File: config.mk
export PLATFORM = sky130hd
export DESIGN_NAME = demo_slave_responder
export DESIGN_NICKNAME = d
export VERILOG_FILES = /design/src/rtl/bus_pkg.sv /design/src/rtl/slave_regmem.sv /design/src/rtl/demo_slave_responder.sv
export SDC_FILE = /design/constraint.sdc
export NUM_CORES = 1
export LEC_CHECK = 0
export CORE_MARGIN = 2
export CORE_UTILIZATION = 42
export CTS_CLUSTER_SIZE = 8
export DETAILED_ROUTE_END_ITERATION = 12
export GPL_ROUTABILITY_DRIVEN = 0
export SLEW_MARGIN = 20
export SYNTH_ARGS = -nofsm -noshare
export SYNTH_HDL_FRONTEND = slang
export SYNTH_HIERARCHICAL = 1
export SYNTH_SLANG_ARGS = --single-unit
File: constraint.sdc
create_clock -name clk -period 3.1 [get_ports clk]
set_clock_uncertainty 0.05 [all_clocks]
set_input_delay 0.93 -clock clk [delete_from_list [all_inputs] [get_ports clk]]
set_output_delay 0.93 -clock clk [all_outputs]
set_load 0.03 [all_outputs]
File: src/rtl/bus_pkg.sv
// Shared encodings and default widths for the demo slave responder.
// Latency: none (declarations only). Backpressure: not applicable.
// Flow control: not applicable.
package bus_pkg;

  localparam int DEF_ADDR_WIDTH     = 16;
  localparam int DEF_DATA_WIDTH     = 8;
  localparam int DEF_MEM_ADDR_WIDTH = 5;
  localparam int DEF_WAIT_CYCLES    = 2;
  localparam logic [15:0] DEF_BASE_ADDR = 16'h8000;

  localparam logic MODE_READ  = 1'b0;
  localparam logic MODE_WRITE = 1'b1;

  typedef enum logic [1:0] {
    IDLE = 2'd0,
    WAIT = 2'd1,
    RESP = 2'd2
  } state_t;

endpackage

File: src/rtl/slave_regmem.sv
// Single-port register memory with registered read; drop-in point for a BRAM macro.
// Latency: read data valid one cycle after en with we low. Backpressure: none.
// Contents are deliberately not reset.
module slave_regmem #(
  parameter int DATA_WIDTH = 8,
  parameter int ADDR_WIDTH = 5
) (
  input  logic                  clk,
  input  logic                  en,
  input  logic                  we,
  input  logic [ADDR_WIDTH-1:0] addr,
  input  logic [DATA_WIDTH-1:0] wdata,
  output logic [DATA_WIDTH-1:0] rdata
);

  localparam int DEPTH = 2 ** ADDR_WIDTH;

  logic [DATA_WIDTH-1:0] mem [DEPTH];

  always_ff @(posedge clk) begin
    if (en) begin
      if (we) begin
        mem[addr] <= wdata;
      end else begin
        rdata <= mem[addr];
      end
    end
  end

endmodule

File: src/rtl/demo_slave_responder.sv
// Bus slave that serves read/write requests from a local register memory after WAIT_CYCLES wait states.
// Latency: rsp_ready pulses WAIT_CYCLES+2 cycles after accept. Backpressure: none; requests while busy
// or before req_valid has dropped are ignored. Optional DEMO_SLAVE_ADDR_CHECK_EN adds base-address decode.
module demo_slave_responder
  import bus_pkg::*;
#(
  parameter int ADDR_WIDTH     = DEF_ADDR_WIDTH,
  parameter int DATA_WIDTH     = DEF_DATA_WIDTH,
  parameter int MEM_ADDR_WIDTH = DEF_MEM_ADDR_WIDTH,
  parameter int WAIT_CYCLES    = DEF_WAIT_CYCLES,
  parameter logic [ADDR_WIDTH-1:0] BASE_ADDR = ADDR_WIDTH'(DEF_BASE_ADDR)
) (
  input  logic                  clk,
  input  logic                  rst,
  input  logic                  req_valid,
  input  logic                  req_mode,
  input  logic [ADDR_WIDTH-1:0] req_addr,
  input  logic [DATA_WIDTH-1:0] req_wdata,
  output logic [DATA_WIDTH-1:0] rsp_rdata,
  output logic                  rsp_ready,
  output logic                  rsp_err,
  output logic                  busy
);

  localparam logic [3:0] WAIT_LAST = (WAIT_CYCLES == 0) ? 4'd0 : 4'(WAIT_CYCLES - 1);

  typedef struct packed {
    logic                      mode;
    logic                      bad;
    logic [MEM_ADDR_WIDTH-1:0] idx;
    logic [DATA_WIDTH-1:0]     wdata;
  } req_t;

  state_t              state_q, state_d;
  logic [3:0]          wait_cnt_q, wait_cnt_d;
  logic                armed_q;
  logic                accept;
  logic                addr_bad;
  req_t                req_q;
  logic                resp_d1_q;
  logic                mem_en, mem_we;
  logic [DATA_WIDTH-1:0] mem_rdata;

`ifdef DEMO_SLAVE_ADDR_CHECK_EN
  assign addr_bad = req_addr[ADDR_WIDTH-1:MEM_ADDR_WIDTH] != BASE_ADDR[ADDR_WIDTH-1:MEM_ADDR_WIDTH];
`else
  logic unused_upper_addr;
  assign unused_upper_addr = ^req_addr[ADDR_WIDTH-1:MEM_ADDR_WIDTH];
  assign addr_bad = 1'b0;
`endif

  assign accept = (state_q == IDLE) && req_valid && armed_q;
  assign busy   = (state_q != IDLE);

  always_comb begin
    state_d    = state_q;
    wait_cnt_d = wait_cnt_q;
    unique case (state_q)
      IDLE: begin
        if (accept) begin
          wait_cnt_d = '0;
          state_d    = (WAIT_CYCLES == 0) ? RESP : WAIT;
        end
      end
      WAIT: begin
        wait_cnt_d = wait_cnt_q + 4'd1;
        if (wait_cnt_q == WAIT_LAST) begin
          state_d = RESP;
        end
      end
      RESP:    state_d = IDLE;
      default: state_d = IDLE;
    endcase
  end

  always_ff @(posedge clk) begin
    if (rst) begin
      state_q    <= IDLE;
      wait_cnt_q <= '0;
      armed_q    <= 1'b1;
    end else begin
      state_q    <= state_d;
      wait_cnt_q <= wait_cnt_d;
      if (accept) begin
        armed_q <= 1'b0;
      end else if (!req_valid) begin
        armed_q <= 1'b1;
      end
    end
  end

  // Request fields are captured once; later req_* activity cannot disturb the transaction.
  always_ff @(posedge clk) begin
    if (accept) begin
      req_q <= '{mode:  req_mode,
                 bad:   addr_bad,
                 idx:   req_addr[MEM_ADDR_WIDTH-1:0],
                 wdata: req_wdata};
    end
  end

  // Memory is touched only on the RESP edge, and never on a reset edge.
  assign mem_en = (state_q == RESP) && !rst;
  assign mem_we = (req_q.mode == MODE_WRITE) && !req_q.bad;

  slave_regmem #(
    .DATA_WIDTH (DATA_WIDTH),
    .ADDR_WIDTH (MEM_ADDR_WIDTH)
  ) u_regmem (
    .clk   (clk),
    .en    (mem_en),
    .we    (mem_we),
    .addr  (req_q.idx),
    .wdata (req_q.wdata),
    .rdata (mem_rdata)
  );

  // One extra stage lets the registered memory read land before the response pulse.
  always_ff @(posedge clk) begin
    if (rst) begin
      resp_d1_q <= 1'b0;
      rsp_ready <= 1'b0;
      rsp_err   <= 1'b0;
      rsp_rdata <= '0;
    end else begin
      resp_d1_q <= (state_q == RESP);
      rsp_ready <= resp_d1_q;
      rsp_err   <= resp_d1_q && req_q.bad;
      if (resp_d1_q) begin
        if (req_q.bad) begin
          rsp_rdata <= '1;
        end else if (req_q.mode == MODE_WRITE) begin
          rsp_rdata <= req_q.wdata;
        end else begin
          rsp_rdata <= mem_rdata;
        end
      end
    end
  end

endmodule

* Yosys cells after proc, flatten, opt, wreduce, memory -nomap -nowiden *
Memories as Yosys holds them, arrays and structs flattened. A register that Yosys moved wholly into a read port is not among the register bits.
Cells that the tools add are included.

storage, ports and cells
  input port bits = 28
  memories kept = 1
  latch bits = 0
  logic and storage cells = 39
  memory bits (read-only) = 0
  register bits after elaboration = 31
  memory bits (writable) = 256

memory list
  memory        words  width  rd ports  clocked after memory_dff  wr ports  RTL line            source
  u_regmem.mem  32     8      1         1                         1         slave_regmem.sv:18  logic [DATA_WIDTH-1:0] mem [DEPTH];

cells by class
  div/mod/pow operators = 0
  multipliers = 0
  order comparisons = 0
  shifts and indexed selects = 0
  bitwise logic cells = 1
  eq/ne operators = 6
  reduce and logical (&&, ||, !) cells = 10
  add/sub/neg operators = 1
  muxes and demuxes = 11

operators with widths
  cell                                                                     number
  8-bit 2-to-1 mux                                                         1
  4-bit one-hot mux with 2 select lines                                    1
  2-bit AND reduction                                                      3
  1-bit 2-to-1 mux                                                         5
  4-bit by 1-bit adder with 4-bit output, second input constant            1
  4-bit by 1-bit == test with 1-bit output, second input constant          1
  2-bit 2-to-1 mux                                                         2
  4-bit 2-to-1 mux                                                         1
  2-bit inequality test, second input constant                             2
  2-bit one-hot mux with 2 select lines                                    1
  2-bit nonzero test                                                       2
  1-bit logical AND                                                        3
  2-bit by 1-bit == test with 1-bit output, second input constant          1
  2-bit == test, second input constant                                     1
  2-bit logical NOT                                                        1
  2-bit by 1-bit inequality test with 1-bit output, second input constant  1
  1-bit logical NOT                                                        1
  1-bit NOT                                                                1

* Longest topological paths before layout *
  depth in word-level cells = 5
  mapped depth = 7
  mapped depth without buffers = 5

* By module *
The synthesis kept the hierarchy.

modules (own cells, without submodules)
  module                instances  area an instance (µm²)  cells an instance  sequential area each (µm²)
  slave_regmem          1          10289.9                 580                7927.6
  demo_slave_responder  1          1179.9                  92                 760.7

* Worst setup path after synthesis *
Ideal clock, no wire load.

  path type = input to register
  start = in rst
  end = mem u_regmem.mem[24][0], enable pin
  cell stages on the path = 6
  required time = 2.667 ns
  setup slack = 0.110 ns
  path buffers = 2
  data arrival time = 2.557 ns
  setup time = 0.383 ns
  cells stage by stage = clkbuf_1 -> nor3b_1 -> nand2_1 -> or3_1 -> clkbuf_1 -> nor3_1

between the ends
  longest elaborated chain between the ends = 4

ends and longest elaborated chain
  what                                    RTL line                     source
  from (decl)                             demo_slave_responder.sv:14   input logic rst,
  1-bit logical NOT                       demo_slave_responder.sv:103  assign mem_en = (state_q == RESP) && !rst;
  1-bit logical AND                       demo_slave_responder.sv:103
  named net mem_en                        demo_slave_responder.sv:41   logic mem_en, mem_we;
  1-bit 2-to-1 mux                        slave_regmem.sv:21           if (en) begin
  1-bit 2-to-1 mux (not written as such)  slave_regmem.sv:23           mem[addr] <= wdata;
  to (decl)                               slave_regmem.sv:18

The timed path passes the listed nets, and every way through them passes these cells.

* Worst setup path in the final report *
  start = reg state_q[0]
  end = out busy

between the ends
  longest elaborated chain between the ends = 1

ends and longest elaborated chain
  what                    RTL line                    source
  from (decl)             demo_slave_responder.sv:34  state_t state_q, state_d;
  from (signal assigned)  demo_slave_responder.sv:82  state_q <= state_d;
  2-bit nonzero test      demo_slave_responder.sv:53  assign busy = (state_q != IDLE);
  to (decl)               demo_slave_responder.sv:22  output logic busy

Every way passes these cells.

==> results_dict.tcl <==
set metrics [dict create \
    post_cts_resized 0 \
    synthesis.area_per_instance_um2 17.1 \
    placedCellCount 1063 \
    place_hpwl_um 16700 \
    timing.critical_path.slowest_cell_delay_ns 0.67 \
    fin_tns_setup_ns 0 \
    hold_class "reg2reg" \
    sequential_cell_area_um2 8690 \
    synth_seq_area_share_pct 75.7 \
    multiInputGateArea_um2 2570 \
    worst_setup_path_start_kind "flip-flop" \
    fin_util_pct 50.9 \
    std_cell_rows 60 \
    postSynthNetCount 702 \
    first_global_vias 6231 \
    fraction_of_synthesis_flops_using_an_asynchronous_set_or_reset_pin_pct 0 \
    synth_top_cell_area_share_pct 72.8 \
    worst-slew-pin-transition_ns 0.946 \
    core_area_um2 26900 \
    clkSinkCount 295 \
    syn-cell-area_um2 11500 \
    postSynthCellCount 672 \
    floorplan.initialDensity_pct 42.7 \
    grtUsageTotal_pct 17.9 \
    drcViolationCount 0 \
    antenna_violations_before_repair 0 \
    detailedRoute.firstPassIterationCount 6 \
    fmax_ghz 0.352 \
    power.total_mw 8.93 \
    finish.net_count 796 \
    io_buffer_count 26 \
    outcome "finished clean" \
    crit_type "reg2out" \
    clock_path_buffers 3 \
    yosys.cell_types.count 40 \
    slowest_stage "clkdlybuf4s50_1" \
    setup_viol 0 \
    synth_top_cells_by_count "278 x edfxtp_1, 136 x mux2i_1, 64 x o22ai_1" \
    cts.clk_slew.worst_paths_ns 0.05 \
    drv_cap 0 \
    drt-vias-per-instance 5.54 \
    dieHeight_um 169 \
    maxSlewHeadroom_pct 36.9 \
    synth_top_cell_by_area "edfxtp_1" \
    drive_above_1_share_pct 14.6 \
    worst-endpoint-arrival_ns 1.86 \
    count_of_buffers_added_by_post_cts_timing_repair_for_setup 0 \
    grt_max_degree 26 \
    detail_route.wirelength_um 25300 \
    drt.antenna.violating_nets 0 \
    timing.final.crit_share_pct 91.5 \
    total_die_area_um2 28600 \
    number_of_primary_i_o_pins 39 \
    power_density_nw_per_um2 653 \
    rsz_0062_raised_after_global_routing "no" \
    leakage_nw 4.78 \
    library_cell_used_as_clock_root_buffer "clkbuf_16" \
    via_count 6213 \
    hold_bufs_inserted_after_cts 0 \
    antenna-diode-count 0 \
    crit_fanout 7 \
    grt_overflow 0 \
    tritoncts_clock_tree "built" \
    num_cts_buffers 42 \
    time_the_worst_path_needs_with_i_o_delays_and_setup_ns 2.84 \
    first_iter_violations 655 \
    first_pass_grt_wire_length_um 38000 \
    die_width_um 169 \
    synth-edff-count 278 \
    placement.cell_area_um2 12500 \
    finalMaxSlewViolations 0 \
    ir_worst_vdd_mv 0.325 \
    final_cell_count_no_fill 1122 \
    clock_insertion_delay_worst_skew_ns 0.52 \
    endpoint_kind "output pin" \
    final.hold.worst_slack_ns 0.435 \
    hold_viol 0 \
    register_bit_count_reported_by_yosys 295 \
    post-route-cell-area_um2 13700 \
    routedWlPerCell_um 22.5 \
    final_critical_path_setup_slack_ns 0.262 \
    place_worst_setup_slack_ns 0.0266 \
    cts.htree.levels 2 \
    yosys_warnings 6 \
    top_post_synthesis_cells_by_area "edfxtp_1 73%, mux2i_1 12%, o22ai_1 3.5%" \
    yosysMostFrequentCell "edfxtp_1" \
    flow.area_growth_from_synthesis_pct 19.2 \
    n_fill_cell 2149 \
    cp.required_ns 2.12 \
    critical_path_cell_by_cell "or2_1 > clkdlybuf4s50_1" \
    ys.flop_type "edfxtp_1" \
]
[placed cells by master (no fill, tap or decap), drive strengths merged]
cell type / netlist / layout
nand3b: 5 / 5
or4b: 5 / 5
dfxtp: 17 / 17
nor2b: 2 / 2
nor4: 16 / 16
or4bb: 1 / 1
or3b: 3 / 3
or2: 2 / 2
a21oi: 2 / 2
nand4b: 4 / 4
mux2i: 136 / 136
or4: 1 / 1
a31oi: 1 / 1
buf: 30 / 65
nand4bb: 6 / 6
o22ai: 64 / 64
nand4: 2 / 2
nor2: 40 / 40
nand2b: 3 / 3
o311ai: 1 / 1
inv: 2 / 4
conb: 1 / 1
clkbuf: 11 / 57
ha: 2 / 2
nor3b: 3 / 3
clkdlybuf4s50: 0 / 26
nand2: 14 / 14
edfxtp: 278 / 278
or3: 2 / 2
xor2: 1 / 1
and3: 1 / 1
a211oi: 8 / 8
nand3: 2 / 2
nor3: 6 / 6
[final timing paths]
check                           slack, ns                 to  cells past startpoint       start
worst max-delay path                 0.26               busy                      2  state_q[0]
worst min-delay path                 0.43            armed_q                      2     armed_q
worst max register to register       0.38  u_regmem/rdata[4]                      6    req_q[9]
worst min register to register       0.43            armed_q                      2     armed_q
[cell type report]
cell class | count | area share [%]
clock buffer | 57 | 8.25
clock inverter | 2 | 0.210
multi-input combinational | 334 | 18.8
tap | 341 | 3.12
timing repair buffer | 91 | 6.02
inverter | 2 | 0.0549
sequential | 295 | 63.5
[layer usage]
layer / vias to the layer above / part of all wire [%] / GRT usage [%]
li1: 2855 / - / -
met1: 3141 / 46 / 25.4
met2: 166 / 46 / 27.7
met3: 51 / 5.3 / 3.50
met4: 0 / 2.9 / 6.43
met5: - / 0 / 0
[worst max-delay path, delay by kind of cell (launching register included)]
family                 cells  cell delay, ns
buffers and inverters      1            0.67
DFF                        1            0.48
and+or+nand+nor            1            0.18
[flip-flops by register name, indices dropped and copies added (netlist names)]
| name | count |
|---|---|
| u_regmem/rdata | 8 |
| wait_cnt_q | 4 |
| resp_d1_q | 1 |
| armed_q | 1 |
| req_q | 14 |
| rsp_ready | 1 |
| state_q | 2 |
| u_regmem/mem | 256 |
| rsp_rdata | 8 |
[power by group]
part,total (mW),switching [mW],internal (mW)
sequential,4.50,0.0857,4.41
clock,4.01,1.51,2.50
combinational,0.416,0.237,0.179
total,8.93,1.84,7.09
[kinds of logic (layout without fill, tap and decap cells)]
family / Yosys count / after routing / synth area share [%]
XOR/XNOR: 1 / 1 / 0.0764
AO/OA/AOI/OAI: 76 / 76 / 4.23
other: 1 / 1 / 0.0327
flip-flops: 295 / 295 / 75.8
adder cells (fa/ha/maj): 2 / 2 / 0.218
AND/OR/NAND/NOR: 118 / 118 / 5.99
buffers and inverters: 43 / 152 / 1.83
multiplexers: 136 / 136 / 11.9
(Power assumes the default switching activity.)
